--- config.mk ---
export PLATFORM = sky130hd
export DESIGN_NAME = eth_fcs_append
export DESIGN_NICKNAME = d
export VERILOG_FILES = /design/src/rtl/eth_fcs_append.sv
export SDC_FILE = /design/constraint.sdc
export NUM_CORES = 1
export LEC_CHECK = 0
export ABC_AREA = 1
export BUFFER_PORTS_ARGS = -buffer_cell sky130_fd_sc_hd__buf_2
export CORE_MARGIN = 4
export CORE_UTILIZATION = 54
export CTS_CLUSTER_SIZE = 16
export DETAILED_ROUTE_END_ITERATION = 7
export PLACE_DENSITY = 0.82
export SYNTH_ARGS = -nofsm -noshare
export SYNTH_HDL_FRONTEND = slang
export SYNTH_SLANG_ARGS = --single-unit
export TNS_END_PERCENT = 5
--- constraint.sdc ---
create_clock -name eth_rxck -period 3.91 [get_ports eth_rxck]
set_input_delay 0.391 -clock eth_rxck [delete_from_list [all_inputs] [get_ports eth_rxck]]
set_output_delay 0.391 -clock eth_rxck [all_outputs]
set_load 0.01 [all_outputs]
--- src/rtl/eth_fcs_append.sv ---
// eth_fcs_append
//   Takes the builder's {valid, byte} frame stream and drives a byte-wide
//   GMII-style transmit interface. It prepends the preamble and SFD, zero-pads
//   short frames to MIN_DATA bytes, and appends the CRC-32 FCS. It then holds
//   the line idle for IFG_CYCLES cycles.
// Ports
//   eth_rxck    : clock, rising edge
//   rst_rx      : synchronous active-high reset
//   UDP_i       : [8] byte valid, [7:0] frame byte
//   txd_o       : transmit byte
//   txen_o      : transmit enable
//   busy_o      : high whenever the FSM is not idle
//   frame_cnt_o : frames fully sent (wraps)
//   drop_cnt_o  : input runs discarded (saturates)
module eth_fcs_append #(
    parameter int IFG_CYCLES = 12,
    parameter int MIN_DATA   = 60
) (
    input  logic        eth_rxck,
    input  logic        rst_rx,
    input  logic [8:0]  UDP_i,
    output logic [7:0]  txd_o,
    output logic        txen_o,
    output logic        busy_o,
    output logic [15:0] frame_cnt_o,
    output logic [7:0]  drop_cnt_o
);

    typedef enum logic [2:0] {S_IDLE, S_PRE, S_DATA, S_PAD, S_FCS, S_IFG} state_t;

    localparam logic [7:0]  IFG_LAST = 8'(IFG_CYCLES - 1);
    localparam logic [11:0] MIN_W    = 12'(MIN_DATA);

    state_t            state, state_n;
    logic [7:0]        cnt, cnt_n;       // PRE / FCS / IFG position
    logic [11:0]       dcnt, dcnt_n;     // data + pad bytes sent, saturating
    logic [31:0]       crc, crc_n;
    logic [7:0]        txd_n;
    logic              txen_n;
    logic [31:0]       crc_inv;
    // The 8 stages here plus the txd_o register make up the 9-cycle latency.
    logic [7:0][8:0]   dly;
    logic              in_frame;         // current input run belongs to the frame in flight
    logic              drop_run;         // current input run is being discarded
    logic              accept;

    function automatic logic [31:0] crc_byte(input logic [31:0] c, input logic [7:0] b);
        logic [31:0] r;
        r = c ^ {24'h0, b};
        for (int i = 0; i < 8; i++)
            r = r[0] ? ((r >> 1) ^ 32'hEDB88320) : (r >> 1);
        return r;
    endfunction

    // A byte is taken only while its run continues the current frame. A new
    // run can start a frame only in IDLE, and only if it did not begin as a
    // dropped run.
    assign accept  = UDP_i[8] & (in_frame | ((state == S_IDLE) & ~drop_run));
    assign crc_inv = ~crc;

    always_comb begin
        state_n = state;
        cnt_n   = cnt;
        dcnt_n  = dcnt;
        crc_n   = crc;
        txd_n   = 8'h00;
        txen_n  = 1'b0;
        case (state)
            S_IDLE: begin
                if (accept) begin
                    state_n = S_PRE;
                    cnt_n   = 8'd0;
                    dcnt_n  = 12'd0;
                    crc_n   = 32'hFFFFFFFF;
                    txd_n   = 8'h55;
                    txen_n  = 1'b1;
                end
            end
            S_PRE: begin
                txen_n = 1'b1;
                if (cnt == 8'd7) begin
                    // The first data byte has reached the end of the delay line.
                    state_n = S_DATA;
                    txd_n   = dly[7][7:0];
                    crc_n   = crc_byte(crc, dly[7][7:0]);
                    dcnt_n  = 12'd1;
                end else begin
                    cnt_n = cnt + 8'd1;
                    txd_n = (cnt == 8'd6) ? 8'hD5 : 8'h55;
                end
            end
            S_DATA: begin
                txen_n = 1'b1;
                if (dly[7][8]) begin
                    txd_n  = dly[7][7:0];
                    crc_n  = crc_byte(crc, dly[7][7:0]);
                    dcnt_n = (dcnt == 12'hFFF) ? dcnt : dcnt + 12'd1;
                end else if (dcnt < MIN_W) begin
                    state_n = S_PAD;
                    crc_n   = crc_byte(crc, 8'h00);
                    dcnt_n  = dcnt + 12'd1;
                end else begin
                    state_n = S_FCS;
                    cnt_n   = 8'd0;
                    txd_n   = crc_inv[7:0];
                end
            end
            S_PAD: begin
                txen_n = 1'b1;
                if (dcnt == MIN_W) begin
                    state_n = S_FCS;
                    cnt_n   = 8'd0;
                    txd_n   = crc_inv[7:0];
                end else begin
                    crc_n  = crc_byte(crc, 8'h00);
                    dcnt_n = dcnt + 12'd1;
                end
            end
            S_FCS: begin
                // cnt is the index of the FCS byte now on the wire.
                if (cnt == 8'd3) begin
                    state_n = S_IFG;
                    cnt_n   = 8'd0;
                end else begin
                    cnt_n  = cnt + 8'd1;
                    txen_n = 1'b1;
                    txd_n  = 8'(crc_inv >> {cnt[1:0] + 2'd1, 3'b000});
                end
            end
            S_IFG: begin
                if (cnt == IFG_LAST) state_n = S_IDLE;
                else                 cnt_n   = cnt + 8'd1;
            end
            default: state_n = S_IDLE;
        endcase
    end

    always_ff @(posedge eth_rxck) begin
        if (rst_rx) begin
            state       <= S_IDLE;
            cnt         <= '0;
            dcnt        <= '0;
            crc         <= 32'hFFFFFFFF;
            dly         <= '0;
            in_frame    <= 1'b0;
            drop_run    <= 1'b0;
            txd_o       <= '0;
            txen_o      <= 1'b0;
            busy_o      <= 1'b0;
            frame_cnt_o <= '0;
            drop_cnt_o  <= '0;
        end else begin
            state    <= state_n;
            cnt      <= cnt_n;
            dcnt     <= dcnt_n;
            crc      <= crc_n;
            dly      <= {dly[6:0], {accept, accept ? UDP_i[7:0] : 8'h00}};
            in_frame <= accept;
            drop_run <= UDP_i[8] & ~accept;
            txd_o    <= txd_n;
            txen_o   <= txen_n;
            busy_o   <= (state_n != S_IDLE);
            if (state == S_FCS && cnt == 8'd3)
                frame_cnt_o <= frame_cnt_o + 16'd1;
            if (UDP_i[8] & ~accept & ~drop_run & (drop_cnt_o != 8'hFF))
                drop_cnt_o <= drop_cnt_o + 8'd1;
        end
    end

endmodule
== After elaboration in Yosys (flattened, before gate mapping) ==
Index checks and enable logic that the tools add are counted.

* Memories: 0
* Bits in registers: 162
* Word-level logic and storage cells: 140
* Bits of input ports: 11
* Bits in latches: 0
* Output and inout bits: 34
* Bits in writable memories: 0
* ROM bits: 0

* Multiplexer cells: 56
* Bitwise logic cells: 26
* $mul: 0
* Divide/modulo/power cells: 0
* Add/sub/neg operators: 5
* Equality and inequality tests: 22
* Shift operators: 1
* Reductions and logical operators: 10
* $lt $le $gt $ge: 1

{| class="wikitable"
|+ Operator list
! operator !! count
|-
| 2-to-1 mux 32 bit || 21
|-
| inverter 13 -> 14 bit || 16
|-
| case mux 32 bit (4 select lines) || 1
|-
| 2-to-1 mux 8 bit || 13
|-
| 2-to-1 mux 12 bit || 6
|-
| case mux 12 bit (4 select lines) || 1
|-
| case mux 8 bit (6 select lines) || 1
|-
| case mux 8 bit (5 select lines) || 1
|-
| inverter 32 bit || 1
|-
| right shift 32 x 5 -> 8 bit || 1
|-
| bitwise XOR 32 x 8 -> 32 bit || 1
|-
| 2-to-1 mux 3 bit || 7
|-
| case mux 3 bit (6 select lines) || 1
|-
| adder 16 x 1 -> 16 bit, second input constant || 1
|-
| adder 8 x 1 -> 8 bit, second input constant || 2
|-
| == test 8 x 3 -> 1 bit, second input constant || 2
|-
| != test 2 bit, second input constant || 8
|-
| adder 12 x 1 -> 12 bit, second input constant || 1
|-
| == test 12 bit, second input constant || 1
|-
| == test 12 x 6 -> 1 bit, second input constant || 1
|-
| less-than comparator 12 x 6 -> 1 bit, second input constant || 1
|-
| == test 8 x 2 -> 1 bit, second input constant || 1
|-
| == test 8 x 4 -> 1 bit, second input constant || 1
|-
| != test 8 bit, second input constant || 1
|-
| other kinds (21) || 30
|}

== Longest topological paths before layout ==
* Depth after elaboration: 19
* Depth in mapped cells: 15
* Depth with buffers taken out: 13

== Worst setup path before layout ==
OpenSTA, ideal clock, no wires.

* Kind: register to register
* Start point: register cnt[0]
* End point: register txd_o[4]
* Period minus slack after synthesis: 2.060 ns
* Data required time: 3.778 ns
* Buffers on the path: 3
* Library setup time: 0.132 ns
* Arrival: 1.928 ns
* Path slack: 1.850 ns
* Stages on the path, launching flop included: 12
* Cells stage by stage: dfxtp_1 clkbuf_1 inv_1 buf_1 ha_1 inv_1 clkbuf_1 a21oi_1 o21ai_0 o21ai_0 nor2_1 a21oi_1

* Cells in the longest elaborated chain, start to end: 4
* Elaborated cells on any way between the ends: 7
* Classes of those cells: add/sub (1); eq/ne (2); shift (1); mux (3)

{| class="wikitable"
|+ Ends and longest elaborated chain
! item !! RTL line !! source
|-
| start, declared || 35 || <nowiki>logic [7:0] cnt, cnt_n;</nowiki>
|-
| start signal, assigned || 154 || <nowiki>cnt <= cnt_n;</nowiki>
|-
| adder 2 x 1 -> 2 bit || 127 || <nowiki>txd_n = 8'(crc_inv >> {cnt[1:0] + 2'd1, 3'b000});</nowiki>
|-
| right shift 32 x 5 -> 8 bit || 127 ||
|-
| 2-to-1 mux 8 bit || 121 || <nowiki>if (cnt == 8'd3) begin</nowiki>
|-
| case mux 8 bit (5 select lines) * || 68 || <nowiki>case (state)</nowiki>
|-
| end signal, assigned || 160 || <nowiki>txd_o <= txd_n;</nowiki>
|-
| end, declared || 22 || <nowiki>output logic [7:0] txd_o,</nowiki>
|}

Mark *: on every way between the ends. The rest lies on a longest branch, timed or not.
A chain may end at the register's enable or synchronous reset.

== Final worst setup path ==
* Start point: register cnt[0]
* End point: register dcnt[4]

* Cells in the longest elaborated chain, start to end: 3

{| class="wikitable"
|+ Ends and longest elaborated chain
! item !! RTL line !! source
|-
| == test 8 x 3 -> 1 bit || 81 || <nowiki>if (cnt == 8'd7) begin</nowiki>
|-
| != test 2 bit (no line) || -- ||
|-
| AND reduction 6 bit (no line) || -- ||
|-
| end signal, assigned || 155 || <nowiki>dcnt <= dcnt_n;</nowiki>
|-
| end, declared || 36 || <nowiki>logic [11:0] dcnt, dcnt_n;</nowiki>
|}

No other way between the ends.

==> impl_metrics.env <==
export IMPL_status="finished, final reports clean"
export IMPL_grt_max_degree=70
export IMPL_hold_ws_ns=0.158
export IMPL_hold_class="in2reg"
export IMPL_min_path_cells=3
export IMPL_synth_flop_cell="dfxtp_1"
export IMPL_combPwrFrac=0.274
export IMPL_clk_path_buf_depth=2
export IMPL_wl_per_cell_um=14.9
export IMPL_firstDrtPassIters=6
export IMPL_switchingPower_mw=1.82
export IMPL_ir_worst_vdd_uv=439
export IMPL_max_stage_delay_ns=0.68
export IMPL_power_share_switching=0.378
export IMPL_min_delay_worst_endpoint="dly[1]"
export IMPL_worstPathCellList="ha_1, nand2_1, nor2_1, nor2_1, nor2_1, nand2_2, nor2_8, nand2_1, nand2_1, a21oi_1"
export IMPL_finalHoldViolations=0
export IMPL_synth_seq_area_share=0.357
export IMPL_tightest_slew_ns=0.886
export IMPL_portBuffers=44
export IMPL_ys_ff_latch=162
export IMPL_critPathSlowestCell="dfxtp_1"
export IMPL_drc=0
export IMPL_cts_hold_buf=0
export IMPL_dr_total_vias=9235
export IMPL_synthDominantAreaCellType="dfxtp_1"
export IMPL_ff2ff_setup_slack_ns=1.18
export IMPL_cts_setup_buffers=0
export IMPL_totalWireLength_um=25300
export IMPL_core_mm2=0.0165
export IMPL_fin_cells=1698
export IMPL_die_x_um=138
export IMPL_grt_pass1_vias=8436
export IMPL_ys_warn_count=0
export IMPL_cts_buffers=17
export IMPL_dpl_hpwl_um=17500
export IMPL_p_int_mw=2.99
export IMPL_regToRegEndpoint="dcnt[4]"
export IMPL_finalSetupViolCount=0
export IMPL_fp_dieArea_mm2=0.0190
export IMPL_syn_cell_area_mm2=0.00908
export IMPL_grt_ovfl_total=0
export IMPL_arrival_ns=3.03
export IMPL_slew_headroom=0.409
export IMPL_synth_top_cell_area_share=0.357
export IMPL_min_from="UDP_i[1]"
export IMPL_synth_edf_count=0
export IMPL_finClkSkew_ns=0.00906
export IMPL_slew_viol_final=0
export IMPL_fp_dieH_um=138
export IMPL_sequentialPowerShare=0.383
export IMPL_layout_nets=1482
export IMPL_min_period_ns=2.73
export IMPL_syn_num_nets=1463
export IMPL_critPathCaptureType="register"
export IMPL_async_flop_share=0
export IMPL_drive_gt1_frac=0.0758
export IMPL_area_growth_pct=9.96
export IMPL_startpoint_type="register"
export IMPL_period_share=0.699
export IMPL_p_total_mw=4.81
export IMPL_setup_tns_final_ns=0
export IMPL_cts_root_buf="clkbuf_16"
export IMPL_worst_path_max_fanout=34
export IMPL_clk_latency_ns=0.44
export IMPL_synthDistinctLibCells=42
export IMPL_ys_top_cells_by_area="dfxtp_1 36%, nand2_1 20%, nand3_1 7.0%"
export IMPL_antenna_cells=0
export IMPL_grt_pass1_wl_um=41300
export IMPL_antenna_found_initial=1
export IMPL_cpLargestDelayFamily="simple AND/OR/NAND/NOR gates"
export IMPL_cp_required_ns=4.20
export IMPL_detail_route_vias_per_cell=5.44
export IMPL_core_rowCount=47
export IMPL_cts_resized=0
export IMPL_pwr_share_clk=0.343
export IMPL_critPathBufInv=0
export IMPL_critical_path_class="reg2reg"
export IMPL_syn_area_per_cell_um2=6.28
export IMPL_place_inst=1666
export IMPL_timing_rr_start="cnt[0]"
export IMPL_rr_worst_depth=10
export IMPL_h_tree_depth=4
export IMPL_clkTransAtPathRegs_ns=0.07
export IMPL_place_gp_congestion=0.982
export IMPL_track_usage=0.277
export IMPL_num_fill_cells=1527
export IMPL_fmax_mhz=366
export IMPL_finalCoreUtilization=0.604
export IMPL_cts_sinks=162
export IMPL_drt_initial_drc_count=947
export IMPL_tritoncts="done"
export IMPL_maxCapViolations=0
export IMPL_p_leak_nw=4.49
export IMPL_drtAntennaViolNets=0
export IMPL_syn_inst=1446
export IMPL_power_density_mw_per_mm2=482
export IMPL_start_util=0.550
export IMPL_rsz0062_at_grt="no"
export IMPL_ios=45
[layer usage]
| layer | track usage | routed length [um] | vias to the layer above |
|---|---|---|---|
| li1 | - | - | 4564 |
| met1 | 0.342 | 10000 | 4121 |
| met2 | 0.447 | 11500 | 442 |
| met3 | 0.0614 | 2330 | 106 |
| met4 | 0.155 | 1400 | 2 |
| met5 | 0 | 14 | - |
[power groups by stage]
| stage | clock network, mW | registers [mW] | logic (mW) |
|---|---|---|---|
| 6_report | 1.65 | 1.84 | 1.32 |
| 5_1_grt | 1.75 | 1.85 | 1.47 |
| 4_1_cts | 1.67 | 1.84 | 1.28 |
| 3_5_place_dp | 0 | 1.88 | 1.27 |
| 3_3_place_gp | 0 | 1.87 | 1.24 |
| 2_1_floorplan | 0 | 1.82 | 1.01 |
[how the worst max path moves through the flow]
stage	end	start	slack (ns)	cells past startpoint
floorplan	txd_o[4]	cnt[0]	1.85	11
global placement	dcnt[11]	cnt[0]	1.32	10
detailed placement	dcnt[4]	cnt[0]	1.23	10
CTS	dcnt[4]	cnt[0]	1.22	10
global route	dcnt[5]	cnt[0]	0.88	10
finish	dcnt[4]	cnt[0]	1.18	10
[layout by cell type, fill, tap and decap left out, drive strengths merged]
master,synthesis,routed
nand2,486,486
inv,164,171
nor2,170,170
dfxtp,162,162
nand3,127,127
a21oi,82,82
o21ai,62,62
buf,24,53
xor2,51,51
xnor2,19,19
clkbuf,29,17
nor3,15,15
nand4,10,10
clkinv,3,10
o211ai,8,8
ha,6,6
nand3b,5,5
a31oi,4,4
or2,3,3
o21bai,3,3
and3,2,2
nor3b,2,2
o22ai,2,2
nand2b,2,2
a41oi,1,1
o31ai,1,1
nor4,1,1
a211oi,1,1
a21o,1,1
clkinvlp,0,1
[cells in the mapped netlist (all sizes together) (3+ instances only)]
| cell | n |
|---|---|
| nor2 | 170 |
| a31oi | 4 |
| a21oi | 82 |
| nand3 | 127 |
| xnor2 | 19 |
| o21ai | 62 |
| ha | 6 |
| nand4 | 10 |
| nand3b | 5 |
| dfxtp | 162 |
| clkbuf | 29 |
| nor3 | 15 |
| inv | 164 |
| o21bai | 3 |
| xor2 | 51 |
| buf | 24 |
| clkinv | 3 |
| o211ai | 8 |
| nand2 | 486 |
| or2 | 3 |
[cell type report]
class,instances,area [um^2],area share
repair buffers,53,290,0.0291
clock buffers,17,425,0.0426
inverters,167,629,0.0630
clock inverters,15,164,0.0164
well taps,220,275,0.0276
multi-input cells,1064,4960,0.497
flip-flops and latches,162,3240,0.325
[cell families (layout without fill, tap and decap cells)]
kind of cell | Yosys count | after routing | synth area share
AND/OR/NAND/NOR | 823 | 823 | 0.373
buffers and inverters | 220 | 252 | 0.0969
AO/OA/AOI/OAI | 165 | 165 | 0.0973
flip-flops | 162 | 162 | 0.357
XOR/XNOR | 70 | 70 | 0.0675
adder cells (fa/ha/maj) | 6 | 6 | 0.00827
[flip-flops by register name, summed over array words and instances, names as in the netlist]
register     flops
txd_o            8
state            3
frame_cnt_o     16
cnt              8
txen_o           1
busy_o           1
drop_cnt_o       8
crc             32
dcnt            12
drop_run         1
dly             72
[worst min-delay path, stage by stage]
cell,delay (ns)
buf_2,0.09
inv_1,0.04
nor2_1,0.03
[stage by stage]
stage          cell area, um^2  worst slack, ns
2_1_floorplan             9080             1.85
3_3_place_gp              9400             1.32
3_5_place_dp              9400             1.23
4_1_cts                   9990             1.22
5_1_grt                   9990            0.879
6_report                  9990             1.18
Note: power is estimated with default switching activity, not from simulation.
